--- src/rtl/cmdbuilder.sv ---
// cmdbuilder: serialises reader commands (QueryRep, Ack, Query, QueryAdj, Nack,
// ReqRN, Read) MSB-first. One bit is emitted per bit_en strobe, and CRC5 or CRC16
// is appended where the frame carries one.
// Optional feature macro: CMDBUILDER_READ_EN. When it is defined, the Read command
// (cmd_type 6) is built. When it is undefined, cmd_type 6 is rejected like type 7
// and the shift register shrinks to 40 bits.
module cmdbuilder (
  input  logic        clk,
  input  logic        reset,
  input  logic        start,
  input  logic [2:0]  cmd_type,
  input  logic        bit_en,
  input  logic        dr,
  input  logic [1:0]  m,
  input  logic        trext,
  input  logic [1:0]  sel,
  input  logic [1:0]  session,
  input  logic        target,
  input  logic [3:0]  q,
  input  logic [2:0]  updn,
  input  logic [15:0] rn16,
  input  logic [1:0]  membank,
  input  logic [7:0]  wordptr,
  input  logic [7:0]  wordcnt,
  output logic        bitout,
  output logic        bitvalid,
  output logic        busy,
  output logic        done,
  output logic        err
);

`ifdef CMDBUILDER_READ_EN
  localparam int SR_W = 58;
`else
  localparam int SR_W = 40;
`endif

  localparam logic [4:0]  CRC5_PRESET  = 5'b01001;
  localparam logic [4:0]  CRC5_POLY    = 5'b01001;
  localparam logic [15:0] CRC16_PRESET = 16'hFFFF;
  localparam logic [15:0] CRC16_POLY   = 16'h1021;

  typedef enum logic [1:0] {IDLE, SEND, CRC, FIN} state_t;
  typedef enum logic [1:0] {CRC_NONE, CRC_5, CRC_16} crc_kind_t;

  state_t            r_state;
  crc_kind_t         r_kind;
  logic [SR_W-1:0]   r_sr;
  logic [5:0]        r_cnt;
  logic [4:0]        r_crc5;
  logic [15:0]       r_crc16;

  logic [SR_W-1:0]   w_load;
  logic [5:0]        w_len;
  crc_kind_t         w_kind;
  logic              w_valid;
  logic              w_bit;
  logic [4:0]        w_crc5_nxt;
  logic [15:0]       w_crc16_nxt;

`ifndef CMDBUILDER_READ_EN
  // Read fields have no consumer when Read is compiled out
  logic w_unused_rd;
  assign w_unused_rd = ^{membank, wordptr, wordcnt};
`endif

  // Decode the requested command into a left-aligned payload, its length and CRC kind
  always_comb begin
    w_load  = '0;
    w_len   = '0;
    w_kind  = CRC_NONE;
    w_valid = 1'b0;
    case (cmd_type)
      3'd0: begin
        w_valid = 1'b1;
        w_len   = 6'd4;
        w_load[SR_W-1 -: 4] = {2'b00, session};
      end
      3'd1: begin
        w_valid = 1'b1;
        w_len   = 6'd18;
        w_load[SR_W-1 -: 18] = {2'b01, rn16};
      end
      3'd2: begin
        w_valid = 1'b1;
        w_len   = 6'd17;
        w_kind  = CRC_5;
        w_load[SR_W-1 -: 17] = {4'b1000, dr, m, trext, sel, session, target, q};
      end
      3'd3: begin
        w_valid = 1'b1;
        w_len   = 6'd9;
        w_load[SR_W-1 -: 9] = {4'b1001, session, updn};
      end
      3'd4: begin
        w_valid = 1'b1;
        w_len   = 6'd8;
        w_load[SR_W-1 -: 8] = 8'b1100_0000;
      end
      3'd5: begin
        w_valid = 1'b1;
        w_len   = 6'd24;
        w_kind  = CRC_16;
        w_load[SR_W-1 -: 24] = {8'b1100_0001, rn16};
      end
`ifdef CMDBUILDER_READ_EN
      3'd6: begin
        w_valid = 1'b1;
        w_len   = 6'd42;
        w_kind  = CRC_16;
        w_load[SR_W-1 -: 42] = {8'b1100_0010, membank, wordptr, wordcnt, rn16};
      end
`endif
      default: ;
    endcase
  end

  // Serial CRC update driven by the payload bit about to leave the shift register
  assign w_bit       = r_sr[SR_W-1];
  assign w_crc5_nxt  = {r_crc5[3:0], 1'b0} ^ ((w_bit ^ r_crc5[4]) ? CRC5_POLY : 5'b0);
  assign w_crc16_nxt = {r_crc16[14:0], 1'b0} ^ ((w_bit ^ r_crc16[15]) ? CRC16_POLY : 16'h0);

  // Frame FSM: latch on accept, shift payload then CRC on bit_en, finish with a done pulse
  always_ff @(posedge clk or negedge reset) begin
    if (!reset) begin
      r_state  <= IDLE;
      r_kind   <= CRC_NONE;
      r_sr     <= '0;
      r_cnt    <= '0;
      r_crc5   <= CRC5_PRESET;
      r_crc16  <= CRC16_PRESET;
      bitout   <= 1'b0;
      bitvalid <= 1'b0;
      busy     <= 1'b0;
      done     <= 1'b0;
      err      <= 1'b0;
    end else begin
      bitvalid <= 1'b0;
      done     <= 1'b0;
      err      <= 1'b0;
      case (r_state)
        IDLE: begin
          if (start) begin
            if (w_valid) begin
              r_sr    <= w_load;
              r_cnt   <= w_len;
              r_kind  <= w_kind;
              r_crc5  <= CRC5_PRESET;
              r_crc16 <= CRC16_PRESET;
              busy    <= 1'b1;
              r_state <= SEND;
            end else begin
              err <= 1'b1;
            end
          end
        end
        SEND: begin
          if (bit_en) begin
            bitout   <= w_bit;
            bitvalid <= 1'b1;
            r_sr     <= {r_sr[SR_W-2:0], 1'b0};
            r_crc5   <= w_crc5_nxt;
            r_crc16  <= w_crc16_nxt;
            if (r_cnt == 6'd1) begin
              case (r_kind)
                CRC_5: begin
                  r_cnt   <= 6'd5;
                  r_state <= CRC;
                end
                CRC_16: begin
                  r_cnt   <= 6'd16;
                  r_state <= CRC;
                end
                default: begin
                  r_cnt   <= '0;
                  r_state <= FIN;
                end
              endcase
            end else begin
              r_cnt <= r_cnt - 6'd1;
            end
          end
        end
        CRC: begin
          // CRC5 goes out as-is, CRC16 goes out ones-complemented
          if (bit_en) begin
            bitout   <= (r_kind == CRC_16) ? ~r_crc16[15] : r_crc5[4];
            bitvalid <= 1'b1;
            r_crc5   <= {r_crc5[3:0], 1'b0};
            r_crc16  <= {r_crc16[14:0], 1'b0};
            if (r_cnt == 6'd1) begin
              r_cnt   <= '0;
              r_state <= FIN;
            end else begin
              r_cnt <= r_cnt - 6'd1;
            end
          end
        end
        FIN: begin
          done    <= 1'b1;
          busy    <= 1'b0;
          r_state <= IDLE;
        end
        default: r_state <= IDLE;
      endcase
    end
  end

endmodule

--- config.mk ---
export PLATFORM = sky130hd
export DESIGN_NAME = cmdbuilder
export DESIGN_NICKNAME = d
export VERILOG_FILES = /design/src/rtl/cmdbuilder.sv
export SDC_FILE = /design/constraint.sdc
export NUM_CORES = 1
export LEC_CHECK = 0
export CAP_MARGIN = 30
export CORE_MARGIN = 2
export CORE_UTILIZATION = 35
export CTS_BUF_LIST = sky130_fd_sc_hd__clkbuf_16
export CTS_CLUSTER_SIZE = 25
export DETAILED_ROUTE_END_ITERATION = 8
export PLACE_DENSITY_LB_ADDON = 0.2
export SLEW_MARGIN = 20
export SYNTH_ARGS = -nofsm -noshare
export SYNTH_HDL_FRONTEND = slang
export SYNTH_SLANG_ARGS = --single-unit
--- constraint.sdc ---
create_clock -name clk -period 4.8 [get_ports clk]
set_input_delay 0.48 -clock clk [delete_from_list [all_inputs] [get_ports clk]]
set_output_delay 0.48 -clock clk [all_outputs]
set_load 0.05 [all_outputs]
Word level (Yosys, flattened, before mapping)
Index checks and enable logic that the tools add are counted.
Widths: inputs -> output; s select.
{"block": "totals", "ff_bits": 76, "input_bits": 57, "word_cells": 104, "out_inout_bits": 5}
{"block": "op_classes", "mux": 54, "addsub": 1, "n_reduce_logical": 16, "eq_ne": 17, "bitwise_logic": 5}
{"op": "$mux 40", "count": 3}
{"op": "$pmux 40 s2", "count": 1}
{"op": "$mux 16", "count": 4}
{"op": "$pmux 16 s3", "count": 1}
{"op": "$mux 6", "count": 7}
{"op": "$pmux 5 s6", "count": 1}
{"op": "$pmux 8 s3", "count": 1}
{"op": "$mux 5", "count": 4}
{"op": "$pmux 4 s5", "count": 1}
{"op": "$pmux 6 s3", "count": 1}
{"op": "$pmux 4 s4", "count": 1}
{"op": "$xor 16x13->16", "count": 1}
{"op": "$pmux 5 s3", "count": 1}
{"op": "$mux 1", "count": 13}
{"op": "$mux 13", "count": 1}
{"op": "$mux 2", "count": 6}
{"op": "$ne 2x2->1 const B", "count": 6}
{"op": "$pmux 5 s2", "count": 1}
{"op": "$reduce_and 3->1", "count": 3}
{"op": "$pmux 2 s4", "count": 1}
{"op": "$eq 2x2->1 const B", "count": 3}
{"op": "$eq 3x2->1 const B", "count": 2}
{"op": "$eq 3x3->1 const B", "count": 2}
{"op": "$eq 6x1->1 const B", "count": 1}
{"op": "19 further kinds", "count": 27}

Longest topological paths before layout
{"block": "logic_depth", "ltp_word": 6, "depth_mapped": 8, "ltp_nobuf": 6}

Worst setup path before layout
Ideal clock, no wire load.
{"block": "synth_timing", "path_kind": "input to register", "from": "input port cmd_type[1]", "to": "register r_sr[35]", "t_required_ns": 4.674, "cell_stages": 6, "setup_ns": 0.126, "setup_slack_ns": 3.082, "path_buffers": 1, "arrival_time_ns": 1.592, "cell_sequence": "ha_1 > nand2b_1 > a21o_1 > buf_6 > a221oi_1 > nor2_1"}
{"block": "synth_between", "elab_chain_len": 5, "word_cells_on_any_way": 14, "cone_classes": "6 x eq/ne; 5 x mux; 3 x reduce/logical"}
{"item": "start: declaration", "line_no": "11", "rtl": "input logic [2:0] cmd_type,"}
{"item": "$eq 3x3->1 (tied with other cells)", "line_no": "73", "rtl": "case (cmd_type)"}
{"item": "$pmux 4 s4 or $reduce_or 6->1 (tied branches)"}
{"item": "$mux 40 or $mux 1 (tied branches)", "line_no": "144, 73"}
{"item": "$mux 40 or $ne 2x2->1 (tied branches)"}
{"item": "$pmux 40 s2 or $reduce_and 4->1 (tied branches)"}
{"item": "end signal: assignment", "line_no": "145", "rtl": "r_sr <= w_load;"}
{"item": "end signal: assignment", "line_no": "161", "rtl": "r_sr <= {r_sr[SR_W-2:0], 1'b0};"}
{"item": "end: declaration", "line_no": "48", "rtl": "logic [SR_W-1:0] r_sr;"}
Several ways; a longest one is shown, not always the timed one. The select of a mux whose other input is x is not followed.
A chain may end at the register's enable or synchronous reset.

Worst setup path after layout
{"block": "layout_timing", "from": "input port cmd_type[2]", "to": "register r_sr[38]"}
{"block": "layout_between", "elab_chain_len": 6, "word_cells_on_any_way": 15, "cone_classes": "6 x eq/ne; 5 x mux; 4 x reduce/logical"}
{"item": "$eq 3x3->1", "line_no": "73"}
{"item": "$reduce_or 2->1 (no source line)"}
{"item": "$pmux 4 s5", "line_no": "73"}
{"item": "$mux 40", "line_no": "144", "rtl": "if (w_valid) begin"}
{"item": "$mux 40", "line_no": "143", "rtl": "if (start) begin"}
{"item": "$pmux 40 s2", "line_no": "141", "rtl": "case (r_state)"}
Several ways; a longest one is shown, not always the timed one. The select of a mux whose other input is x is not followed.

==> run metrics <==
run status finished clean; Chip Height 104 um; data required time of the critical path 5.01 ns; Tcrit/Tclk final 61.0%; Synth Register Bits 60; CTS Sinks 60; FFs w/ async S/R, synth 100%; Overall Global Routing Usage 15.9%; Final ANT Viol Nets 0; clock tree buffer depth 2; CP max stage cell clkdlybuf4s50_1; Final Setup Violations 0; CP max stage delay 0.84 ns; prevailing post-synth register cell dfrtp_1; vias per cell 5.21; fin cells 546; RD Place Congestion 0.792; Post-CTS Setup Inserts 0; final hold violations 0; multi-input logic area 1780 um^2; CTS Hold Bufs 0; clk_lat worst skew 0.32 ns; Ant. Diodes 0; CTS tree built; core area 9770 um^2; CP cell instances clkdlybuf4s50_1, ha_1, nand2b_1, a21oi_2, o311ai_0, o21a_1; share of post-route cells with drive strength above 1 15.7%; die width 104 um; Initial Util 36.0%; Power per Cell Area 727 nW/um^2; Max Freq 342 MHz; VDD IR max 0.248 mV; worst min path class in2async; largest net degree at the start of global routing 61; Avg WL per Cell 15.3 um; Die Footprint 10900 um^2; CTS HTree Levels 3; worst relative slew slack 43.7%; 1st-iter DRT viols 115; Worst-path clk slew 0.06 ns; PortBufs 43; Startpoint Class primary input; DRC 0; max_cap viols 0; number of global-route vias before repair 2865; HPWL after DPL 5790 um; worst slew pin tran 0.841 ns; first-pass detailed-route iteration total 4; fin nets 478; synth warn 0; mapped cell area 3520 um^2; Syn Nets 445; crit path kind in2reg; Fillers 971; DRT Wirelength 8350 um; Min Clock Period, post-route 2.93 ns; Worst Path Arrival 3.14 ns; top post-synthesis cells by area dfrtp_1 30%, dfstp_2 13%, nand2_1 5.1%, nor2_1 4.9%, ha_1 4.6%; critical path endpoint category flip-flop; sequential area share after synthesis 43.3%; syn avg cell area 9.38 um^2; Root Driver clkbuf_16; row count 36; Remaining Overflow, GRT 0; CTS Buf Count 9; I/O pin cnt 62; Sequential Area 1520 um^2; leak pwr 1.79 nW; area fraction of the dominant cell type after synthesis 29.9%; area leader, netlist dfrtp_1; placed insts 529; Setup TNS 0 ns; global-route wire length before repair 13900 um; Synth cell types 58; crit-path max FO 19; EDFF count, synth 0; initial antenna violation count 0; vias 2846; clock skew 0.00540 ns; Synth-to-Final Area Change 21.9%; Finished Core Util 43.9%; # resized after CTS 0; Overall Power 0.00311 W; Max Slew Vio Count 0; RSZ-0062 raised after global routing false; Synth Instances 375
[placed cells by master (no fill, tap or decap), types with 3 or more instances in the layout]
cell             synthesis  final
nand2_1                 48     48
nor2_1                  46     46
dfrtp_1                 42     42
clkdlybuf4s50_1          0     42
a21oi_1                 24     24
o21ai_0                 23     23
dfstp_2                 18     18
a221oi_1                15     15
inv_1                   13     13
ha_1                    13     13
mux2_2                  11     11
clkbuf_16                0      9
nor2b_1                  7      7
a31oi_1                  7      7
o21bai_1                 6      6
xor2_1                   5      5
nand3_1                  5      5
a22o_1                   4      4
mux2i_1                  4      4
and3_1                   3      3
nand2b_1                 3      3
a211oi_1                 3      3
o21a_1                   3      3
o31ai_1                  3      3
a21o_1                   3      3
o22ai_1                  3      3
a221o_1                  3      3
buf_4                    3      3
[cells in the mapped netlist, types with 3 or more instances]
cell type and number:
inv_1 13, a211oi_1 3, dfrtp_1 42, dfstp_2 18, and3_1 3, nand3_1 5, a22o_1 4, o31ai_1 3
nand2_1 48, xor2_1 5, buf_4 3, buf_6 5, mux2_2 11, a221o_1 3, o22ai_1 3, o21bai_1 6
a21o_1 3, o21ai_0 23, a31oi_1 7, mux2i_1 4, a21oi_1 24, buf_2 14, nor2_1 46, nand2b_1 3
a221oi_1 15, nor2b_1 7, ha_1 13, o21a_1 3
[stage by stage]
stage	instance area, um^2	hold slack [ns]	worst slack [ns]
after floorplan	3520	0.184	3.08
after global placement	3970	0.453	1.41
after detailed placement	3970	0.460	1.31
after CTS	4270	0.349	1.65
after global routing	4290	0.383	1.64
final	4290	0.315	1.87
[final timing paths]
kind | startpoint | endpoint | slack (ns) | cells past startpoint
max in group asynchronous | reset | r_sr[22]$_DFFE_PN0P_ | 3.97 | 2
worst min register to register | r_crc5[0]$_DFFE_PN1P_ | r_crc5[0]$_DFFE_PN1P_ | 0.47 | 2
worst max-delay path | cmd_type[2] | r_sr[38]$_DFFE_PN0P_ | 1.87 | 6
worst min-delay path | reset | done$_DFF_PN0_ | 0.31 | 2
min in group clk | r_crc5[0]$_DFFE_PN1P_ | r_crc5[0]$_DFFE_PN1P_ | 0.47 | 2
worst max register to register | r_state[1]$_DFFE_PN0P_ | r_sr[38]$_DFFE_PN0P_ | 2.47 | 6
[critical path: cells and delay by family]
kind,cells,cell delay [ns]
buffers and inverters,1,0.84
adders and majority gates,1,0.49
and+or+nand+nor,1,0.30
AOI/OAI and AO/OA,3,1.02
[flip-flops by register name (all words and copies together), names as in the netlist, 2 cells and up]
name and flops:
r_sr 24, r_crc16 16, r_cnt 6, r_crc5 5, r_kind 2, r_state 2
[logic make-up (layout without fill, tap and decap cells)]
kind of cell,Yosys count,in the layout,synth area share (%)
AO/OA/AOI/OAI,111,111,22.0
AND/OR/NAND/NOR,130,130,17.0
flip-flops,60,60,43.3
XOR/XNOR,5,5,1.25
adder cells (fa/ha/maj),13,13,4.63
buffers and inverters,38,76,5.94
multiplexers,18,18,5.91
[power by group]
| group | leakage, nW | switching, W | total [W] | internal [W] |
|---|---|---|---|---|
| registers | 0.721 | 0.000152 | 0.000968 | 0.000816 |
| clock network | 0.142 | 0.000240 | 0.000644 | 0.000404 |
| logic | 0.925 | 0.000923 | 0.00150 | 0.000580 |
[final cells by class]
cell class                 count  area share [%]
clock buffer                   9            5.25
clock inverter                 7            1.78
inverter                      13            1.14
multi-input combinational    277            41.6
sequential                    60            35.6
tap                          133            3.88
timing repair buffer          47            10.8
[routing by layer]
layer | track usage (%) | share of wire (%) | vias to the layer above
li1 | - | - | 1400
met1 | 22.1 | 49 | 1363
met2 | 24.6 | 45 | 73
met3 | 2.57 | 4.2 | 10
met4 | 6.76 | 1.3 | 0
met5 | 0 | 0 | -
Power figures use the tool's default switching activity.
==> RTL edit (same settings) <==
The option `CMDBUILDER_READ_EN` is turned on by a define.
--- a/src/rtl/cmdbuilder.sv
+++ b/src/rtl/cmdbuilder.sv
@@ -5,4 +5,6 @@
 // (cmd_type 6) is built. When it is undefined, cmd_type 6 is rejected like type 7
 // and the shift register shrinks to 40 bits.
+`define CMDBUILDER_READ_EN
+
 module cmdbuilder (
   input  logic        clk,
Formal check against the unedited RTL: not equivalent (a bounded check fails within 4 cycles, from zero or initial values and one cycle with reset low).
==> RTL edit against the original RTL <==
  * Cell area increased by 24%
  * Routed wire length grew 41%
  * Global-route usage increased by 2.8 points
  * Sequential power increased by 26%
  * Sequential cell count rose by 18
  * Final cell count rose by 26%
  * Critical path depth grew 2
  * Clock skew up 2.4 ps
  * Clock power is 2% higher
  * Synthesized area grew 23%
  * Setup slack improved by 22 ps
  * Worst hold slack got worse by 230 ps
  * Sequential share of layout area rose by 1.5 points
  * Total power up 17%
  * Highest routed layer unchanged
==> RTL edit: results (changes against the original RTL) <==
leak pwr 2.17 nW (was 1.79 nW); Syn Nets 542 (was 445); violation count after the first detailed-route iteration 334 (was 115); Routed WL 11700 microns (was 8350 microns); Ant. Diodes 0 (unchanged); share of the yosys chip area belonging to registers 45.6% (was 43.3%); GRT Total Usage 18.7% (was 15.9%); delay-heaviest family, CP buffers and inverters (was compound AO/OA/AOI/OAI gates); Max Fanout on Critical Path 58 (was 19); vias in the first global route 3722 (was 2865); Area contributors post-synth dfrtp_1 35%, dfstp_2 11%, a221oi_1 6.9% (was dfrtp_1 30%, dfstp_2 13%, nand2_1 5.1%); Distinct cells, synth 61 (was 58); largest net degree at the start of global routing 59 (was 61); Reg2Reg Depth 8 (was 6); status completed (unchanged); Worst path slowest cell buf_4 (was clkdlybuf4s50_1); Regs by FF count r_sr (42), r_crc16 (16), r_cnt (6) (was r_sr (24), r_crc16 (16), r_cnt (6)); Final HPWL DP 7890 microns (was 5790 microns); top cells by count, synth 70 x nor2_1, 60 x dfrtp_1, 44 x nand2_1 (was 48 x nand2_1, 46 x nor2_1, 42 x dfrtp_1); Data arrival, critical path 3130 ps (was 3140 ps); slowest stage delay, CP 550 ps (was 840 ps); DR vias/cell 5.48 (was 5.21); layout cells sized above 1 10.2% (was 15.7%); DRT Pass-1 Iters 5 (was 4); Clock Skews 7.78 ps (was 5.40 ps); peak supply drop 0.282 mV (was 0.248 mV); # nets final 581 (was 478); first-pass GRT wire length 19200 microns (was 13900 microns)
[RTL edit: cell count changes in the layout (fill, tap and decap cells not counted), sizes merged, moves of 5 or more]
cell	unedited run	this run
a22oi	1	6
buf	5	10
dfrtp	42	60
clkdlybuf4s50	42	60
nor2	47	71
nand2	49	44
o21bai	6	1
mux2	13	5
a222oi	0	6
or3	1	9
a21oi	26	38
nor2b	7	2
a221oi	16	34
[RTL edit: area by class of cell]
cell class / instances / area (sq um)
Fill cell: 1178 / 6740
Multi-Input combinational cell: 342 / 2090
Sequential cell: 78 / 1970
Timing Repair Buffer: 70 / 712
Clock buffer: 10 / 250
Tap cell: 168 / 210
Inverter: 13 / 48.8
Clock inverter: 6 / 36.3
[RTL edit: power breakdown]
part	leakage [nW]	internal (mW)	switching (mW)
Clock	0.150	0.379	0.278
Sequential	0.931	1.03	0.192
Combinational	1.08	0.678	1.08
[RTL edit: cell families after synthesis]
logic type	synth area share, %
mux	2.46
compound gates	24.9
xor+xnor	1.01
fa+ha+maj	2.89
simple gates	17.1
flops	45.6
buf+inv	6.07
[RTL edit: final timing paths]
| kind | slack (ps) | from | end |
|---|---|---|---|
| max in group asynchronous | 4060 | reset | r_crc5[0] |
| setup / recovery | 1900 | r_state[1] | r_cnt[0] |
| hold / removal | 80 | reset | r_state[1] |
| hold reg to reg | 470 | r_crc16[1] | r_crc16[2] |
| min in group clk | 470 | r_crc16[1] | r_crc16[2] |
| setup reg to reg | 1900 | r_state[1] | r_cnt[0] |
[RTL edit: layer usage]
| layer | GRT usage, % | vias to the layer above | wire length [microns] |
|---|---|---|---|
| li1 | - | 1819 | - |
| met1 | 23.9 | 1837 | 5220 |
| met2 | 30.6 | 99 | 5760 |
| met3 | 5.59 | 9 | 618 |
| met4 | 5.62 | 0 | 132 |
| met5 | 0 | - | 0 |
[RTL edit: per-stage QoR]
| step | area [sq um] | hold slack [ps] | cells | power (mW) | worst slack, ps |
|---|---|---|---|---|---|
| 3_5_place_dp | 5010 | 460 | 669 | 2.97 | 1660 |
| 2_1_floorplan | 4330 | 184 | 475 | 2.56 | 2920 |
| 3_3_place_gp | 4980 | 456 | 668 | 2.92 | 1740 |
| 4_1_cts | 5300 | 91.4 | 685 | 3.64 | 1900 |
| 5_1_grt | 5330 | 101 | 687 | 3.95 | 1680 |
| 6_report | 5330 | 84.6 | 687 | 3.63 | 1900 |
